### config.mk
export PLATFORM = sky130hd
export DESIGN_NAME = int_sequencer_flat
export DESIGN_NICKNAME = d
export VERILOG_FILES = /design/src/rtl/int_sequencer_pkg.sv /design/src/rtl/int_sequencer_if.sv /design/src/rtl/int_sequencer_lsb.sv /design/src/rtl/int_sequencer_ret_stack.sv /design/src/rtl/int_sequencer.sv /design/src/flat_wrapper.sv
export SDC_FILE = /design/constraint.sdc
export NUM_CORES = 1
export LEC_CHECK = 0
export ABC_CLOCK_PERIOD_IN_PS = 3000
export CORE_MARGIN = 3
export CORE_UTILIZATION = 40
export CTS_CLUSTER_SIZE = 16
export DETAILED_ROUTE_END_ITERATION = 10
export GPL_ROUTABILITY_DRIVEN = 0
export PLACE_DENSITY_LB_ADDON = 0.1
export RECOVER_POWER = 100
export SYNTH_ARGS = -nofsm -noshare
export SYNTH_HDL_FRONTEND = slang
export SYNTH_SLANG_ARGS = --single-unit
### constraint.sdc
create_clock -name clk -period 3 [get_ports clk]
set_input_delay 0.75 -clock clk [delete_from_list [all_inputs] [get_ports clk]]
set_output_delay 0.75 -clock clk [all_outputs]
set_load 0.05 [all_outputs]
### src/rtl/int_sequencer_pkg.sv
// Shared types and constants for the interrupt entry/exit sequencer.
package int_sequencer_pkg;

  localparam int PC_W = 10;

  localparam logic [PC_W-1:0] VEC_0      = 10'h3FC;
  localparam logic [PC_W-1:0] VEC_BASE   = 10'h201;
  localparam int              VEC_STRIDE = 5;

  typedef enum logic [1:0] {
    IDLE   = 2'd0,
    SAVE   = 2'd1,
    JUMP   = 2'd2,
    RETURN = 2'd3
  } state_e;

  // Line 0 has its own vector; lines 1.. are evenly spaced from the base.
  function automatic logic [PC_W-1:0] vec_addr(input int idx,
                                               input logic [PC_W-1:0] v0,
                                               input logic [PC_W-1:0] base,
                                               input int stride);
    if (idx == 0) return v0;
    return base + PC_W'(stride * (idx - 1));
  endfunction

endpackage

### src/rtl/int_sequencer_if.sv
// Core/interrupt-register side signals of the sequencer; slave is the sequencer.
interface int_sequencer_if #(
  parameter int WIDTH = 8,
  parameter int DEPTH = 4
);
  import int_sequencer_pkg::*;

  localparam int DW = $clog2(DEPTH + 1);

  logic [WIDTH-1:0] irq_pend;
  logic [WIDTH-1:0] irq_act;
  logic             gie;
  logic             cfg_we;
  logic [WIDTH-1:0] cfg_data;
  logic             instr_done;
  logic             reti_dec;
  logic [PC_W-1:0]  pc_ret;
  logic             stall;
  logic             pc_load;
  logic [PC_W-1:0]  pc_next;
  logic [WIDTH-1:0] s_calli;
  logic [WIDTH-1:0] s_reti;
  logic [WIDTH-1:0] mask;
  logic [DW-1:0]    depth;
  logic             err_underflow;

  modport slave (
    input  irq_pend, irq_act, gie, cfg_we, cfg_data, instr_done, reti_dec, pc_ret,
    output stall, pc_load, pc_next, s_calli, s_reti, mask, depth, err_underflow
  );

  modport master (
    output irq_pend, irq_act, gie, cfg_we, cfg_data, instr_done, reti_dec, pc_ret,
    input  stall, pc_load, pc_next, s_calli, s_reti, mask, depth, err_underflow
  );

endinterface

### src/rtl/int_sequencer_lsb.sv
// Lowest-set-bit selector: one-hot output, bit 0 wins, zero in gives zero out.
module int_sequencer_lsb #(
  parameter int WIDTH = 8
) (
  input  logic [WIDTH-1:0] in_vec,
  output logic [WIDTH-1:0] out_oh
);

  assign out_oh = in_vec & (~in_vec + WIDTH'(1));

endmodule

### src/rtl/int_sequencer_ret_stack.sv
// Return-address LIFO: synchronous push/pop, combinational top-of-stack read.
module int_sequencer_ret_stack
  import int_sequencer_pkg::*;
#(
  parameter int DEPTH = 4,
  parameter int DW    = $clog2(DEPTH + 1)
) (
  input  logic            clk,
  input  logic            reset,
  input  logic            push,
  input  logic            pop,
  input  logic [PC_W-1:0] din,
  output logic [PC_W-1:0] top,
  output logic [DW-1:0]   cnt
);

  localparam int AW = (DEPTH > 1) ? $clog2(DEPTH) : 1;

  logic [PC_W-1:0] stk_q [DEPTH];
  logic [DW-1:0]   cnt_q, cnt_d;
  logic            full;

  assign full = (cnt_q == DW'(DEPTH));

  always_comb begin
    cnt_d = cnt_q;
    if (push && !full)             cnt_d = cnt_q + DW'(1);
    else if (pop && cnt_q != '0)   cnt_d = cnt_q - DW'(1);
  end

  always_ff @(posedge clk or negedge reset) begin
    if (!reset) cnt_q <= '0;
    else        cnt_q <= cnt_d;
  end

  // Contents are don't-care after reset, so the storage carries no reset.
  always_ff @(posedge clk) begin
    if (push && !full) stk_q[AW'(cnt_q)] <= din;
  end

  assign top = (cnt_q != '0) ? stk_q[AW'(cnt_q - DW'(1))] : '0;
  assign cnt = cnt_q;

endmodule

### src/rtl/int_sequencer.sv
// Interrupt entry/exit sequencer: picks a pending line, saves the return PC,
// vectors the core, and unwinds on reti.
module int_sequencer
  import int_sequencer_pkg::*;
#(
  parameter int              WIDTH      = 8,
  parameter int              DEPTH      = 4,
  parameter logic [PC_W-1:0] VEC_0      = int_sequencer_pkg::VEC_0,
  parameter logic [PC_W-1:0] VEC_BASE   = int_sequencer_pkg::VEC_BASE,
  parameter int              VEC_STRIDE = int_sequencer_pkg::VEC_STRIDE,
  parameter logic [WIDTH-1:0] MASK_RST  = {WIDTH{1'b1}}
) (
  input logic             clk,
  input logic             reset,
  int_sequencer_if.slave  bus
);

  localparam int DW = $clog2(DEPTH + 1);

  state_e           state_q, state_d;
  logic [WIDTH-1:0] sel_q, sel_d;
  logic [WIDTH-1:0] mask_q, mask_d;
  logic             err_q, err_d;
  logic             stall_q, stall_d;
  logic             pc_load_q, pc_load_d;
  logic [PC_W-1:0]  pc_next_q, pc_next_d;
  logic [WIDTH-1:0] s_calli_q, s_calli_d;
  logic [WIDTH-1:0] s_reti_q, s_reti_d;

  logic [WIDTH-1:0] cand_oh, act_oh;
  logic [PC_W-1:0]  stk_top, vec_sel;
  logic [DW-1:0]    depth;
  logic             push, pop, eligible;

  int_sequencer_lsb #(.WIDTH(WIDTH)) u_cand (
    .in_vec (bus.irq_pend & mask_q & ~bus.irq_act),
    .out_oh (cand_oh)
  );

  // Serves both the active-level compare and the s_reti pulse.
  int_sequencer_lsb #(.WIDTH(WIDTH)) u_act (
    .in_vec (bus.irq_act),
    .out_oh (act_oh)
  );

  int_sequencer_ret_stack #(.DEPTH(DEPTH), .DW(DW)) u_stack (
    .clk   (clk),
    .reset (reset),
    .push  (push),
    .pop   (pop),
    .din   (bus.pc_ret),
    .top   (stk_top),
    .cnt   (depth)
  );

  // Both vectors are one-hot, so a lower index is simply a smaller value.
  assign eligible = bus.gie && (depth < DW'(DEPTH)) && (cand_oh != '0) &&
                    ((act_oh == '0) || (cand_oh < act_oh));

  always_comb begin
    vec_sel = '0;
    for (int i = 0; i < WIDTH; i++)
      if (sel_q[i]) vec_sel = vec_addr(i, VEC_0, VEC_BASE, VEC_STRIDE);
  end

  always_comb begin
    state_d = state_q;
    sel_d   = sel_q;
    err_d   = err_q;
    mask_d  = bus.cfg_we ? bus.cfg_data : mask_q;
    push    = 1'b0;
    pop     = 1'b0;
    case (state_q)
      IDLE: begin
        if (bus.instr_done) begin
          if (bus.reti_dec) begin
            if (depth != '0) state_d = RETURN;
            else             err_d   = 1'b1;
          end else if (eligible) begin
            state_d = SAVE;
            sel_d   = cand_oh;
          end
        end
      end
      SAVE: begin
        push    = 1'b1;
        state_d = JUMP;
      end
      JUMP:    state_d = IDLE;
      RETURN: begin
        pop     = 1'b1;
        state_d = IDLE;
      end
      default: state_d = IDLE;
    endcase

    // Outputs are registered, so they are derived from the state being entered.
    stall_d   = (state_d != IDLE);
    pc_load_d = (state_d == JUMP) || (state_d == RETURN);
    pc_next_d = (state_d == JUMP)   ? vec_sel :
                (state_d == RETURN) ? stk_top : '0;
    s_calli_d = (state_d == JUMP)   ? sel_q  : '0;
    s_reti_d  = (state_d == RETURN) ? act_oh : '0;
  end

  always_ff @(posedge clk or negedge reset) begin
    if (!reset) begin
      state_q   <= IDLE;
      sel_q     <= '0;
      mask_q    <= MASK_RST;
      err_q     <= 1'b0;
      stall_q   <= 1'b0;
      pc_load_q <= 1'b0;
      pc_next_q <= '0;
      s_calli_q <= '0;
      s_reti_q  <= '0;
    end else begin
      state_q   <= state_d;
      sel_q     <= sel_d;
      mask_q    <= mask_d;
      err_q     <= err_d;
      stall_q   <= stall_d;
      pc_load_q <= pc_load_d;
      pc_next_q <= pc_next_d;
      s_calli_q <= s_calli_d;
      s_reti_q  <= s_reti_d;
    end
  end

  assign bus.stall         = stall_q;
  assign bus.pc_load       = pc_load_q;
  assign bus.pc_next       = pc_next_q;
  assign bus.s_calli       = s_calli_q;
  assign bus.s_reti        = s_reti_q;
  assign bus.mask          = mask_q;
  assign bus.depth         = depth;
  assign bus.err_underflow = err_q;

endmodule
### src/flat_wrapper.sv
// flat-port wrapper written by rule: the top's interface ports become plain ports
module int_sequencer_flat import int_sequencer_pkg::*;
#(
  parameter int              WIDTH      = 8,
  parameter int              DEPTH      = 4,
  parameter logic [PC_W-1:0] VEC_0      = int_sequencer_pkg::VEC_0,
  parameter logic [PC_W-1:0] VEC_BASE   = int_sequencer_pkg::VEC_BASE,
  parameter int              VEC_STRIDE = int_sequencer_pkg::VEC_STRIDE,
  parameter logic [WIDTH-1:0] MASK_RST  = {WIDTH{1'b1}}
)
  (clk, reset, bus_irq_pend, bus_irq_act, bus_gie, bus_cfg_we, bus_cfg_data, bus_instr_done, bus_reti_dec, bus_pc_ret, bus_stall, bus_pc_load, bus_pc_next, bus_s_calli, bus_s_reti, bus_mask, bus_depth, bus_err_underflow);
  int_sequencer_if #(.WIDTH(WIDTH), .DEPTH(DEPTH)) bus_i ();
  input logic clk;
  input logic reset;
  input wire logic [$bits(bus_i.irq_pend)-1:0] bus_irq_pend;
  input wire logic [$bits(bus_i.irq_act)-1:0] bus_irq_act;
  input wire logic [$bits(bus_i.gie)-1:0] bus_gie;
  input wire logic [$bits(bus_i.cfg_we)-1:0] bus_cfg_we;
  input wire logic [$bits(bus_i.cfg_data)-1:0] bus_cfg_data;
  input wire logic [$bits(bus_i.instr_done)-1:0] bus_instr_done;
  input wire logic [$bits(bus_i.reti_dec)-1:0] bus_reti_dec;
  input wire logic [$bits(bus_i.pc_ret)-1:0] bus_pc_ret;
  output wire logic [$bits(bus_i.stall)-1:0] bus_stall;
  output wire logic [$bits(bus_i.pc_load)-1:0] bus_pc_load;
  output wire logic [$bits(bus_i.pc_next)-1:0] bus_pc_next;
  output wire logic [$bits(bus_i.s_calli)-1:0] bus_s_calli;
  output wire logic [$bits(bus_i.s_reti)-1:0] bus_s_reti;
  output wire logic [$bits(bus_i.mask)-1:0] bus_mask;
  output wire logic [$bits(bus_i.depth)-1:0] bus_depth;
  output wire logic [$bits(bus_i.err_underflow)-1:0] bus_err_underflow;
  assign bus_i.irq_pend = bus_irq_pend;
  assign bus_i.irq_act = bus_irq_act;
  assign bus_i.gie = bus_gie;
  assign bus_i.cfg_we = bus_cfg_we;
  assign bus_i.cfg_data = bus_cfg_data;
  assign bus_i.instr_done = bus_instr_done;
  assign bus_i.reti_dec = bus_reti_dec;
  assign bus_i.pc_ret = bus_pc_ret;
  assign bus_stall = bus_i.stall;
  assign bus_pc_load = bus_i.pc_load;
  assign bus_pc_next = bus_i.pc_next;
  assign bus_s_calli = bus_i.s_calli;
  assign bus_s_reti = bus_i.s_reti;
  assign bus_mask = bus_i.mask;
  assign bus_depth = bus_i.depth;
  assign bus_err_underflow = bus_i.err_underflow;
  int_sequencer #(.WIDTH(WIDTH), .DEPTH(DEPTH), .VEC_0(VEC_0), .VEC_BASE(VEC_BASE), .VEC_STRIDE(VEC_STRIDE), .MASK_RST(MASK_RST)) u_core (.clk(clk), .reset(reset), .bus(bus_i));
endmodule
* Word-level counts from Yosys, hierarchy flattened
Memories as Yosys holds them, arrays and structs flattened. Index checks and enable logic that the tools add are counted. W data, S select, Z words.
Word-level totals: flip-flop bits (word level) 50, bits in writable memories 40, output and inout port bits 40, word-level logic and storage cells 74, memories 1
Cells by class: $add $sub $neg 4, order comparisons 2, equality and inequality tests 6, mux-type cells 26, bitwise logic cells 8, reduce and logical (&&, ||, !) cells 17
Memory list:
- u_core.u_stack.stk_q | words 4, bits a word 10, rd ports 1, clocked after memory_dff 0, write ports 1, RTL line int_sequencer_ret_stack.sv:19 | logic [PC_W-1:0] stk_q [DEPTH];
Operators with widths (count):
- $mux W10 | 12
- $and A8 B8 Y8 | 4
- $add A8 B1 Y8 const B | 2
- $mux W8 | 2
- $not A8 Y8 | 2
- $eq A2 B2 Y1 const B | 4
- $logic_not A8 Y1 | 1
- $lt A8 B8 Y1 | 1
- $mux W2 | 4
- $reduce_and A4 Y1 | 2
- $reduce_bool A8 Y1 | 1
- $mux W3 | 2
- $pmux W2 S3 | 1
- $logic_and A1 B1 Y1 | 5
- $mux W1 | 5
- $reduce_bool A2 Y1 | 2
- $add A3 B1 Y3 const B | 1
- $eq A3 B3 Y1 const B | 1
- $lt A3 B3 Y1 const B | 1
- $reduce_bool A3 Y1 | 1
- $sub A3 B1 Y3 const B | 1
- $eq A2 B1 Y1 const B | 1
- $logic_not A2 Y1 | 1
- $logic_or A1 B1 Y1 | 2
- 3 further kinds | 4

* Longest topological paths before layout
word-level depth 15, gate-level depth with buffers 12

* Modules after synthesis
From an unflattened synthesis, not the netlist that was laid out.
Second synthesis, totals: cells, all modules 292, area total of the unflattened synthesis 3983.8 um^2
Modules (own cells, without submodules):
- int_sequencer | instances 1, cells each 181, area an instance 2040.7 um^2, seq. area each 1186.1 um^2
- int_sequencer_ret_stack | instances 1, cells each 91, area an instance 1775.5 um^2, seq. area each 1276.2 um^2
- int_sequencer_lsb | instances 2, cells each 10, area an instance 83.8 um^2, seq. area each 0.0 um^2

* Worst setup path after synthesis
No wires, ideal clock.
path type input -> register, start input port bus_irq_act[3], end register u_core.stall_q (netlist: u_core.bus.stall), library setup time 131 ps, arrival 2833 ps, required time 2869 ps, slack 36 ps, stages 10, cell sequence or4_4 nor4_4 nand2_1 ha_1 nand4_1 a21oi_1 a21oi_4 o211a_1 buf_6 or3_1
On the way: word-level cells in the longest chain between the ends 13, elaborated cells on any way between the ends 18, those cells by class add/sub (2); order compare (1); mux (4); bitwise (5); reduce/logical (6)
RTL lines:
- start: declaration | RTL line flat_wrapper.sv:16 | input wire logic [$bits(bus_i.irq_act)-1:0] bus_irq_act;
- $not A8 Y8 | RTL line int_sequencer_lsb.sv:9, int_sequencer.sv:36
- $and A8 B8 Y8 | RTL line int_sequencer.sv:36 | .in_vec (bus.irq_pend & mask_q & ~bus.irq_act),
- $not A8 Y8 | RTL line int_sequencer_lsb.sv:9 | assign out_oh = in_vec & (~in_vec + WIDTH'(1));
- $add A8 B1 Y8 | RTL line int_sequencer_lsb.sv:9
- $and A8 B8 Y8 | RTL line int_sequencer_lsb.sv:9
- $lt A8 B8 Y1 / $reduce_bool A8 Y1 (equally long branches) | RTL line int_sequencer.sv:58, int_sequencer.sv:57
- $logic_or A1 B1 Y1 / $logic_and A1 B1 Y1 (equally long branches) | RTL line int_sequencer.sv:58, int_sequencer.sv:57
- $logic_and A1 B1 Y1 (*) | RTL line int_sequencer.sv:57 | assign eligible = bus.gie && (depth < DW'(DEPTH)) && (cand_oh != '0) &&
- $mux W2 (*) | RTL line int_sequencer.sv:79 | end else if (eligible) begin
- $mux W2 (*) | RTL line int_sequencer.sv:76 | if (bus.reti_dec) begin
- $mux W2 (*) | RTL line int_sequencer.sv:75 | if (bus.instr_done) begin
- $pmux W2 S3 (*) | RTL line int_sequencer.sv:73 | case (state_q)
- $reduce_bool A2 Y1 (*) | RTL line int_sequencer.sv:98 | stall_d = (state_d != IDLE);
- named net u_core.stall_d | RTL line int_sequencer.sv:24 | logic stall_q, stall_d;
- end signal: assignment | RTL line int_sequencer.sv:122 | stall_q <= stall_d;
- end: declaration | RTL line int_sequencer.sv:24
The timed path passes the listed nets; every way through them passes the cells marked *. A chain may end at the register's enable or synchronous reset.

* Worst setup path in the final report
start input port bus_irq_act[5], end register u_core.sel_q[5]
On the way: word-level cells in the longest chain between the ends 9, elaborated cells on any way between the ends 14, those cells by class add/sub (2); order compare (1); bitwise (5); reduce/logical (6)
RTL lines:
- $not A8 Y8 (*) | RTL line int_sequencer.sv:36
- $and A8 B8 Y8 (*) | RTL line int_sequencer.sv:36
- $not A8 Y8 (*) | RTL line int_sequencer_lsb.sv:9
- $add A8 B1 Y8 (*) | RTL line int_sequencer_lsb.sv:9
- $and A8 B8 Y8 (*) | RTL line int_sequencer_lsb.sv:9
- named net u_core.cand_oh[7] | RTL line int_sequencer.sv:30 | logic [WIDTH-1:0] cand_oh, act_oh;
- $lt A8 B8 Y1 / $reduce_bool A8 Y1 (equally long branches) | RTL line int_sequencer.sv:58, int_sequencer.sv:57
- $logic_or A1 B1 Y1 / $logic_and A1 B1 Y1 (equally long branches) | RTL line int_sequencer.sv:58, int_sequencer.sv:57
- $logic_and A1 B1 Y1 (*) | RTL line int_sequencer.sv:57
- $reduce_and A4 Y1 (no line) (*)
- end signal: assignment | RTL line int_sequencer.sv:119 | sel_q <= sel_d;
- end: declaration | RTL line int_sequencer.sv:21 | logic [WIDTH-1:0] sel_q, sel_d;
Marked as above.

==> metrics.txt <==
core area=about 9300 um2; # setup viols final=0; Seq pwr share=0.421; clock buffer depth=2; drt first pass iters=4; Die Width=104.2 um; CTS Buf Count=9; clk slew on worst S/H paths=0.10 ns; Final ANT Viol Nets=0; GRT Total Usage=0.1632; Switching Share=0.3703; clk sinks=90; crit path DAT=between 3 and 4 ns; vias in the first global route=~2700; Initial Util=0.4154; most common cell after layout, fill and taps aside=dlygate4sd3_1; GRT overflow=0; Area after DPL=around 5000 um2; Area contributors post-synth=edfxtp_1 (31%), dfrtp_1 (27%), mux4_2 (5.8%); pwr dens=697.7 nW/um2; final setup TNS=0 ns; P_int=about 2.4 mW; hold_buf cts=0; crit path max fanout=5; largest area contributor in the netlist=edfxtp_1; Synth Instances=around 270; ANT cells=0; Least-Margin Pin Slew=around 1.1 ns; number of max-cap violations=0; clk_skew=~0.0084 ns; later-pin clock latency in the skew report=roughly 0.35 ns; htree depth=3; P&R area growth vs syn=39.20%; layout cells sized above 1=0.2655; HP Class=input pin to async pin; NetSw=around 1.4 mW; CP max stage delay=roughly 0.56 ns; # IOs=80; first-pass GRT wire length=13.88 mm; Async SR Flop Fraction=0.5556; Clk pwr share=0.206; most frequent cells in the layout=dlygate4sd3_1 (51), dfrtp_1 (42), edfxtp_1 (40); slowest library cell on the worst path=clkdlybuf4s50_1; largest net degree at the start of global routing=22; cell area after synthesis=~3900 um2; Final Slew Violations=0; Final min period=a little under 3 ns; DRC Markers=0; fmax=between 0.3 and 0.4 GHz; final wirelength=approximately 8.4 mm; kind of critical path=input pin to flip-flop; CTS root buffer=clkbuf_8; final hold vios=0; vias post-DR=2611; Final Cell Area=approximately 5400 um2; via/cell ratio=roughly 5; Yosys reg bits=90; 1st-iter DRT viols=between 90 and 100; Logic pwr share=0.373; crit path cell chain=clkdlybuf4s50_1 > nand3b_1 > nand2_1 > nor2_2 > nand2b_4 > nor2_4 > ha_4 > nand4_1 > a21oi_2 > a21oi_4 > o211a_4 > mux2_4; status=finished, final reports clean; yosys warns=0; Critical Path RT=about 3.2 ns; Design Power=between 3 and 4 mW; WHS=~0.38 ns; VDD IR max=457.3 uV; IO buf count=79; Top FF cell, synth=dfrtp_1; CTS tree=done; crit end category=flip-flop; CP startpoint kind=input pin; Final #Nets=451; Yosys cell types=44; wire length per cell=~16 um; RSZ-0062 raised after global routing=false; initial antenna violation count=0; register area share after synthesis=0.6385; die area=10850 um2; dpl hpwl=6.189 mm; syn_nets=approximately 330; Static Leak=~2.3 nW; worst slew margin relative to its limit=0.2813; Die Ht=between 100 and 150 um; row count=35; period utilization=0.9783; area fraction of the dominant cell type after synthesis=0.3115; EDFF count, synth=40; Avg Synthesized Cell Area=approximately 14 um2
==> power by group through the flow <==
| stage | Sequential, mW | Clock, mW | Combinational, mW |
|---|---|---|---|
| floorplan | 1.89 | 0 | 0.630 |
| global placement | 1.60 | 0 | 1.41 |
| detailed placement | 1.61 | 0 | 1.41 |
| CTS | 1.58 | 0.792 | 1.44 |
| global route | 1.60 | 0.853 | 1.51 |
| finish | 1.58 | 0.772 | 1.40 |
==> stage by stage <==
stage | setup slack (ns) | instances | util
floorplan | 0.03587 | 273 | -
global placement | -0.5899 | 508 | 0.5419
detailed placement | -0.6856 | 508 | 0.5419
CTS | 0.005356 | 526 | 0.5701
global route | 0.004341 | 532 | 0.5782
finish | 0.06515 | 532 | 0.5782
==> critical path, delay by kind of cell <==
kind	cells	cell delay, ns
AOI/OAI and AO/OA	3	0.49
adders and majority gates	1	0.22
buffers and inverters	1	0.56
muxes	1	0.31
and+or+nand+nor	6	0.82
==> layer usage <==
layer | wire, um | global-route usage
met1 | 3947 | 0.2259
met4 | 75 | 0.04274
met3 | 403 | 0.04283
met2 | 4013 | 0.2572
met5 | 0 | 0
==> path summary, 6_finish.rpt <==
check / from / endpoint / slack [ns] / cells after the start
min in group clk: u_core.bus.err_underflow$_DFFE_PN0P_ / u_core.bus.err_underflow$_DFFE_PN0P_ / 0.49 / 1
worst max register to register: u_core.bus.mask[0]$_DFFE_PN1P_ / u_core.sel_q[5]$_DFFE_PN0P_ / 0.44 / 12
worst min-delay path: reset / u_core.bus.s_calli[0]$_DFF_PN0_ / 0.38 / 1
max in group asynchronous: reset / u_core.sel_q[0]$_DFFE_PN0P_ / 1.21 / 2
worst min register to register: u_core.bus.err_underflow$_DFFE_PN0P_ / u_core.bus.err_underflow$_DFFE_PN0P_ / 0.49 / 1
worst max-delay path: bus_irq_act[5] / u_core.sel_q[5]$_DFFE_PN0P_ / 0.07 / 12
==> area by class of cell <==
type,instances,area (um2)
inverters,4,15.01
well taps,129,161.4
clock buffers,9,123.9
flip-flops and latches,90,2462
clock inverters,7,60.06
repair buffers,120,1091
fillers,794,3916
multi-input cells,173,1454
==> cell families after synthesis <==
logic type / count (synthesis) / share of synthesized area
buf+inv: 11 / 0.01265
simple gates: 104 / 0.1444
mux: 26 / 0.1119
xor+xnor: 1 / 0.002272
flops: 90 / 0.6385
fa+ha+maj: 13 / 0.04218
compound gates: 28 / 0.04802
==> repair_timing <==
item / CTS / global route
endpoints found under the setup margin: 9 / 8
setup buffers: 1 / 6
resized for setup: 13 / 13
gates cloned: 1 / 0
pin swaps: 5 / 12
==> flip-flops by register name (all words and copies together) (netlist names) <==
name / flops
u_core.bus.err_underflow: 1
u_core.state_q: 2
u_core.bus.s_reti: 8
u_core.bus.pc_load: 1
u_core.bus.mask: 8
u_core.bus.stall: 1
u_core.u_stack.stk_q: 40
u_core.sel_q: 8
u_core.u_stack.cnt: 3
u_core.bus.pc_next: 10
u_core.bus.s_calli: 8
==> synth_stat cells (2+ instances only) <==
library cell / count
nand3b_1: 8
mux4_2: 10
inv_1: 4
nand2_1: 23
a211oi_1: 2
a21oi_1: 9
and2_1: 12
nor2b_1: 5
mux2_4: 7
nor4_1: 2
dfrtp_1: 42
dfstp_2: 8
edfxtp_1: 40
nor3_1: 6
nand3_1: 2
o21bai_1: 2
nor2_1: 30
nor3b_1: 3
mux2_2: 9
ha_1: 13
clkbuf_1: 5
nand2b_1: 3
a22o_1: 2
o21ai_1: 6
No activity file was read; power rests on OpenSTA's default activity.
